## config.mk

```make
export PLATFORM = sky130hd
export DESIGN_NAME = aoi_pipe
export DESIGN_NICKNAME = d
export VERILOG_FILES = /design/src/rtl/aoi_pipe_pkg.sv /design/src/rtl/aoi_pipe_pipe_reg.sv /design/src/rtl/aoi_pipe.sv
export SDC_FILE = /design/constraint.sdc
export NUM_CORES = 1
export LEC_CHECK = 0
export CAP_MARGIN = 0
export CELL_PAD_IN_SITES_DETAIL_PLACEMENT = 1
export CELL_PAD_IN_SITES_GLOBAL_PLACEMENT = 1
export CORE_UTILIZATION = 23
export CTS_CLUSTER_SIZE = 8
export DETAILED_ROUTE_END_ITERATION = 8
export PLACE_DENSITY = 0.79
export SLEW_MARGIN = 20
export SYNTH_ARGS = -nofsm -noshare
export SYNTH_HDL_FRONTEND = slang
export SYNTH_SLANG_ARGS = --single-unit
```

## constraint.sdc

```tcl
create_clock -name clk -period 1.9 [get_ports clk]
set_input_delay 0.19 -clock clk [delete_from_list [all_inputs] [get_ports clk]]
set_output_delay 0.19 -clock clk [all_outputs]
set_load 0.02 [all_outputs]
```

## src/rtl/aoi_pipe_pkg.sv

```systemverilog
// Shared constants and types for the pipelined AND-OR-INVERT block.
package aoi_pipe_pkg;

    localparam int DEF_N_TERMS = 2;
    localparam int DEF_TERM_W  = 2;
    localparam int DEF_CNT_W   = 16;

    typedef enum logic {
        AO  = 1'b0,
        AOI = 1'b1
    } mode_e;

    // Wide enough for the largest supported term count; sliced at use.
    localparam logic [15:0] MASK_RST = '1;

endpackage

```

## src/rtl/aoi_pipe_pipe_reg.sv

```systemverilog
// Generic valid/ready register stage; refills in the same cycle it drains.
module pipe_reg #(
    parameter int W = 1
) (
    input  logic         clk,
    input  logic         rst,
    input  logic [W-1:0] in_data,
    input  logic         in_valid,
    output logic         in_ready,
    output logic [W-1:0] out_data,
    output logic         out_valid,
    input  logic         out_ready
);

    logic         valid_reg;
    logic [W-1:0] data_reg;
    logic         load;

    assign load      = !valid_reg || out_ready;
    assign in_ready  = load;
    assign out_valid = valid_reg;
    assign out_data  = data_reg;

    always_ff @(posedge clk) begin
        if (rst) begin
            valid_reg <= 1'b0;
            data_reg  <= '0;
        end else if (load) begin
            valid_reg <= in_valid;
            if (in_valid) begin
                data_reg <= in_data;
            end
        end
    end

endmodule

```

## src/rtl/aoi_pipe.sv

```systemverilog
// Two-stage pipelined AND-OR(-INVERT) over N_TERMS masked product terms.
// Optional saturating result counter enabled by defining AOI_PIPE_CNT_EN.
module aoi_pipe
    import aoi_pipe_pkg::*;
#(
    parameter int N_TERMS = DEF_N_TERMS,
    parameter int TERM_W  = DEF_TERM_W,
    parameter int CNT_W   = DEF_CNT_W
) (
    input  logic                      clk,
    input  logic                      rst,
    input  logic [N_TERMS*TERM_W-1:0] in_bits,
    input  logic                      in_inv,
    input  logic                      in_valid,
    output logic                      in_ready,
    input  logic                      cfg_we,
    input  logic [N_TERMS-1:0]        cfg_mask,
    output logic                      out_f,
    output logic                      out_valid,
    input  logic                      out_ready,
    output logic [CNT_W-1:0]          cnt,
    input  logic                      cnt_clr
);

    logic [N_TERMS-1:0] mask_reg;
    logic [N_TERMS-1:0] and_vec;
    logic [N_TERMS:0]   s1_in_data;
    logic [N_TERMS:0]   s1_data;
    logic               s1_valid;
    logic               s2_in_ready;
    logic               f_next;
    mode_e              s1_mode;

    // An input accepted on the same edge as a mask write sees the old mask.
    always_ff @(posedge clk) begin
        if (rst) begin
            mask_reg <= MASK_RST[N_TERMS-1:0];
        end else if (cfg_we) begin
            mask_reg <= cfg_mask;
        end
    end

    generate
        for (genvar gi = 0; gi < N_TERMS; gi++) begin : g_term
            assign and_vec[gi] = (&in_bits[gi*TERM_W +: TERM_W]) & mask_reg[gi];
        end
    endgenerate

    assign s1_in_data = {in_inv, and_vec};

    pipe_reg #(.W(N_TERMS + 1)) u_s1 (
        .clk       (clk),
        .rst       (rst),
        .in_data   (s1_in_data),
        .in_valid  (in_valid),
        .in_ready  (in_ready),
        .out_data  (s1_data),
        .out_valid (s1_valid),
        .out_ready (s2_in_ready)
    );

    assign s1_mode = mode_e'(s1_data[N_TERMS]);
    assign f_next  = (|s1_data[N_TERMS-1:0]) ^ (s1_mode == AOI);

    pipe_reg #(.W(1)) u_s2 (
        .clk       (clk),
        .rst       (rst),
        .in_data   (f_next),
        .in_valid  (s1_valid),
        .in_ready  (s2_in_ready),
        .out_data  (out_f),
        .out_valid (out_valid),
        .out_ready (out_ready)
    );

`ifdef AOI_PIPE_CNT_EN
    logic [CNT_W-1:0] cnt_reg;

    always_ff @(posedge clk) begin
        if (rst || cnt_clr) begin
            cnt_reg <= '0;
        end else if (out_valid && out_ready && out_f && (cnt_reg != {CNT_W{1'b1}})) begin
            cnt_reg <= cnt_reg + 1'b1;
        end
    end

    assign cnt = cnt_reg;
`else
    logic unused_cnt_clr;

    assign unused_cnt_clr = cnt_clr;
    assign cnt            = '0;
`endif

endmodule
```

==> results of run 1 <==
==> metal layers <==
metal / routed length [um] / GRT usage, % / up-vias / share of wire [%]
li1: - / - / 178 / -
met1: 333 / 10.2 / 166 / 38
met2: 420 / 15.2 / 24 / 49
met3: 90 / 5.56 / 3 / 10
met4: 20 / 7.06 / 0 / 2.3
met5: 0 / 0 / - / 0
==> logic make-up after synthesis <==
group,count (synthesis),synth area share (%)
mux,2,4.49
compound gates,11,13.5
buf+inv,20,30.3
other cells,1,0.842
simple gates,11,14.9
flops,8,36.0
==> worst paths after layout <==
kind | startpoint | end | slack, ns | depth (start not counted)
max | out_ready | in_ready | 0.14 | 4
min | mask_reg[1]$_SDFFE_PP1P_ | mask_reg[1]$_SDFFE_PP1P_ | 0.48 | 2
max reg2reg | u_s1.out_data[2]$_SDFFE_PP0P_ | u_s2.out_data$_SDFFE_PP0P_ | 0.94 | 3
min reg2reg | mask_reg[1]$_SDFFE_PP1P_ | mask_reg[1]$_SDFFE_PP1P_ | 0.48 | 2
==> placed cells by master, fill, tap and decap left out, drive strengths merged <==
cell	instances
or3	1
a21bo	1
clkdlybuf4s50	14
dfxtp	8
nand2	2
nand2b	1
and3b	1
conb	16
clkbuf	3
o21ai	4
inv	4
nand4	1
and3	2
nand3	3
a21oi	6
mux2i	2
==> cell type report <==
class	count	area (um^2)	share of cell area [%]
Timing Repair Buffer	14	140	24.3
Tap cell	25	31.3	5.43
Clock buffer	3	22.5	3.91
Multi-Input combinational cell	40	206	35.9
Inverter	4	15.0	2.61
Sequential cell	8	160	27.8
==> per-stage QoR <==
stage / power (uW) / cells
after CTS: 401 / 94
after floorplan: 256 / 68
after global placement: 264 / 91
after global routing: 419 / 94
after detailed placement: 266 / 91
final: 397 / 94
==> worst min-delay path, stage by stage, from the launching register on <==
cell and delay (ns):
dfxtp_1 0.33, mux2i_1 0.07, nand2_1 0.06
==> where the power goes <==
group / internal (uW) / switching, uW
Combinational: 33.9 / 47.2
Clock: 72.6 / 62.1
Sequential: 177 / 5.09
Total: 283 / 114
==> flow_metrics.env, run 1 <==
export IMPL_status="completed"
export IMPL_syn_area_um2=445
export IMPL_fp_dieW_um=46.0
export IMPL_cp_slowest_cell="clkdlybuf4s50_1"
export IMPL_drive_gt1_share_pct=7.25
export IMPL_place_hpwl_um=696
export IMPL_post_route_period_util_pct=92.4
export IMPL_cts_setup_buffers=0
export IMPL_finish_net_count=84
export IMPL_fin_util_pct=32.6
export IMPL_wl_per_cell_um=9.20
export IMPL_num_vias=371
export IMPL_yosysTopAreaCellShare_pct=36.0
export IMPL_fmax_mhz=569
export IMPL_cp_end_kind="output pin"
export IMPL_pre_cts_ws_ns=0.144
export IMPL_synth_main_ff_cell="dfxtp_1"
export IMPL_final_area_um2=576
export IMPL_path_max_fanout=5
export IMPL_setup_tns_ns=0
export IMPL_cts_sinks=8
export IMPL_grt_pass1_vias=340
export IMPL_grt_pass1_wl_mm=1.37
export IMPL_cts_resized=0
export IMPL_first_pass_iters=2
export IMPL_yosysUniqueCellTypes=16
export IMPL_path_class="in -> out"
export IMPL_initial_core_util_pct=25.2
export IMPL_syn_instance_count=53
export IMPL_ys_ff_latch=8
export IMPL_yosysMostFrequentCell="buf_4"
export IMPL_synth_warnings=0
export IMPL_antenna_left=0
export IMPL_gr_usage_all_layers_pct=9.98
export IMPL_htree_levels=1
export IMPL_power_density_mw_per_mm2=690
export IMPL_grt_max_degree=8
export IMPL_ctsLongestPathBuffers=2
export IMPL_finalMaxSlewViolations=0
export IMPL_path_buf_inv=3
export IMPL_die_y_um=46.0
export IMPL_worstPathArrival_ns=1.57
export IMPL_gp_congestion=0.718
export IMPL_p_leak_uw=0.000254
export IMPL_fin_ws_ns=0.144
export IMPL_hold_ws_ns=0.479
export IMPL_rsz0062_at_grt="no"
export IMPL_netlist_top_cells_area="dfxtp_1 (36%), buf_4 (27%), a21oi_1 (6.7%), mux2i_1 (4.5%), o21ai_0 (4.5%)"
export IMPL_cts_made_buffers=3
export IMPL_cp_required_ns=1.71
export IMPL_maxCapViolCount=0
export IMPL_io_pins=32
export IMPL_finalSetupViolations=0
export IMPL_yosys_area_top_type="dfxtp_1"
export IMPL_start_kind="input pin"
export IMPL_avgSynthCellArea_um2=8.40
export IMPL_rows=15
export IMPL_cts_root_buf="clkbuf_4"
export IMPL_cp_common_cell="clkdlybuf4s50_1"
export IMPL_drtIter0Drc=2
export IMPL_post_dp_cell_area_um2=553
export IMPL_finalClockSkew_ns=0.00295
export IMPL_crit_family="buffers and inverters"
export IMPL_portBuffers=14
export IMPL_die_area_mm2=0.00212
export IMPL_clock_latency_ns=0.26
export IMPL_max_vdd_ir_drop_v=0.000280
export IMPL_antenna_found_initial=0
export IMPL_fill_cells=227
export IMPL_hold_viol_final=0
export IMPL_path_clk_slew_ns=0.06
export IMPL_core_mm2=0.00176
export IMPL_hold_buffers=0
export IMPL_grt_overflow=0
export IMPL_max_stage_delay_ns=0.61
export IMPL_n_antenna_cell=0
export IMPL_synth_edf_count=0
export IMPL_crit_chain="clkdlybuf4s50_1 -> and3b_4 -> inv_2 -> clkdlybuf4s50_1"
export IMPL_ys_async_sr_fraction_pct=0
export IMPL_cts_tree="built"
export IMPL_largest_reg_flops=3
export IMPL_syn2layout_area_growth_pct=29.2
export IMPL_synth_common_cells="buf_4 (16), dfxtp_1 (8), a21oi_1 (6)"
export IMPL_via_per_inst=3.95
export IMPL_fin_crit_ns=1.76
export IMPL_drc=0
export IMPL_ys_seq_area_share_pct=36.0
export IMPL_routed_wl_um=865
export IMPL_hold_path_class="reg -> reg"
No activity file was read; power rests on OpenSTA's default activity.
==> inputs of run 2 (changes only) <==
--- a/config.mk
+++ b/config.mk
@@ -12,6 +12,8 @@
 export CTS_CLUSTER_SIZE = 8
 export DETAILED_ROUTE_END_ITERATION = 8
 export PLACE_DENSITY = 0.79
+export REMOVE_ABC_BUFFERS = 1
+export SKIP_CTS_REPAIR_TIMING = 1
 export SLEW_MARGIN = 20
 export SYNTH_ARGS = -nofsm -noshare
 export SYNTH_HDL_FRONTEND = slang
==> run 2 against run 1 <==
Effect of this change:
- worst setup slack worse by 0.0041 ns
- final cell count unchanged
- sequential power about the same
- register-to-register slack about the same
- fmax down 0.23%
- non-clock buffer count unchanged
- die area unchanged
- clock-buffer cell count unchanged
- utilization unchanged
- power down 2.2%
- largest cell class unchanged
==> flow_metrics.env, run 2 (same netlist as run 1, synthesis figures left out) <==
export IMPL_htree_levels=1
export IMPL_grt_pass1_vias=346
export IMPL_io_pins=32
export IMPL_status="completed"
export IMPL_via_per_inst=3.82
export IMPL_worstPathArrival_ns=1.57
export IMPL_n_antenna_cell=0
export IMPL_path_buf_inv=3
export IMPL_cts_tree="built"
export IMPL_post_dp_cell_area_um2=553
export IMPL_first_pass_iters=2
export IMPL_cts_made_buffers=3
export IMPL_largest_reg_flops=3
export IMPL_gp_congestion=0.784
export IMPL_finalMaxSlewViolations=0
export IMPL_finalSetupViolations=0
export IMPL_initial_core_util_pct=25.2
export IMPL_rows=15
export IMPL_place_hpwl_um=644
export IMPL_finalClockSkew_ns=0.00505
export IMPL_antenna_left=0
export IMPL_wl_per_cell_um=8.13
export IMPL_hold_path_class="reg -> reg"
export IMPL_drc=0
export IMPL_reg2reg_from="u_s1.out_data[2]$_SDFFE_PP0P_"
export IMPL_max_stage_delay_ns=0.61
export IMPL_power_total_uw=389
export IMPL_die_y_um=46.0
export IMPL_cp_required_ns=1.71
export IMPL_grt_overflow=0
export IMPL_path_clk_slew_ns=0.05
export IMPL_portBuffers=14
export IMPL_cp_end_kind="output pin"
export IMPL_final_area_um2=576
export IMPL_cp_num_cells=4
export IMPL_fmax_mhz=568
export IMPL_path_class="in -> out"
export IMPL_worstHoldPathCells=2
export IMPL_grt_max_degree=8
export IMPL_cts_root_buf="clkbuf_4"
export IMPL_finish_net_count=84
export IMPL_gr_usage_all_layers_pct=9.15
export IMPL_cts_sinks=8
export IMPL_die_area_mm2=0.00212
export IMPL_rsz0062_at_grt="no"
export IMPL_ctsLongestPathBuffers=2
export IMPL_fin_crit_ns=1.76
export IMPL_num_vias=359
export IMPL_cp_common_cell="clkdlybuf4s50_1"
export IMPL_clock_latency_ns=0.25
export IMPL_cp_slowest_cell="clkdlybuf4s50_1"
export IMPL_pre_cts_ws_ns=0.147
export IMPL_maxCapViolCount=0
export IMPL_fin_ws_ns=0.140
export IMPL_fill_cells=230
export IMPL_routed_wl_um=764
export IMPL_drtIter0Drc=3
export IMPL_fin_util_pct=32.6
export IMPL_hold_path_startpoint="u_s1.out_valid$_SDFFE_PP0P_"
export IMPL_p_leak_uw=0.000254
export IMPL_rr_worst_depth=3
export IMPL_power_density_mw_per_mm2=675
export IMPL_drive_gt1_share_pct=7.25
export IMPL_crit_chain="clkdlybuf4s50_1 -> and3b_4 -> inv_2 -> clkdlybuf4s50_1"
export IMPL_max_vdd_ir_drop_v=0.000235
export IMPL_crit_family="buffers and inverters"
export IMPL_path_max_fanout=5
export IMPL_hold_viol_final=0
export IMPL_antenna_found_initial=0
export IMPL_core_mm2=0.00176
export IMPL_syn2layout_area_growth_pct=29.2
export IMPL_cp_startpoint="out_ready"
export IMPL_start_kind="input pin"
export IMPL_final_common_cell="conb_1"
export IMPL_setup_tns_ns=0
export IMPL_post_route_period_util_pct=92.7
export IMPL_grt_pass1_wl_mm=1.30
export IMPL_final_cell_mix="conb_1 (16), clkdlybuf4s50_1 (14), dfxtp_1 (8)"
export IMPL_fp_dieW_um=46.0
==> run 2: layout make-up <==
type / count / area (um^2) / area share (%)
clock buffers: 3 / 22.5 / 3.91
repair buffers: 14 / 140 / 24.3
multi-input cells: 40 / 206 / 35.9
well taps: 25 / 31.3 / 5.43
inverters: 4 / 15.0 / 2.61
flip-flops and latches: 8 / 160 / 27.8
==> run 2: final timing paths <==
check / endpoint / slack [ns]
worst max-delay path: in_ready / 0.14
worst min-delay path: u_s2.out_valid$_SDFFE_PP0P_ / 0.48
worst max register to register: u_s2.out_data$_SDFFE_PP0P_ / 0.95
worst min register to register: u_s2.out_valid$_SDFFE_PP0P_ / 0.48
==> run 2: stage by stage <==
stage / hold slack [ns] / instances
final: 0.480 / 94
after global routing: 0.514 / 94
after CTS: 0.480 / 94
after detailed placement: 0.469 / 91
after global placement: 0.457 / 91
after floorplan: 0.259 / 52
==> run 2: tightest hold or removal path: cells and delay by family, from the launching register on <==
family	cells	cell delay, ns
flops	1	0.33
buf+inv	1	0.06
compound gates	1	0.05
==> run 2: metal layers <==
layer | GRT usage [%] | up-vias | wire (um)
met3 | 5.56 | 0 | 106
li1 | - | 178 | -
met5 | 0 | - | 0
met2 | 13.0 | 23 | 336
met4 | 7.06 | 0 | 0
met1 | 9.69 | 158 | 320
==> run 2: power breakdown <==
part	total (uW)	switching (uW)	internal [uW]	leakage, uW
combinational	79.9	46.1	33.9	0.000175
clock	127	54.8	72.1	0.0000138
sequential	182	5.20	177	0.0000658
total	389	106	283	0.000254
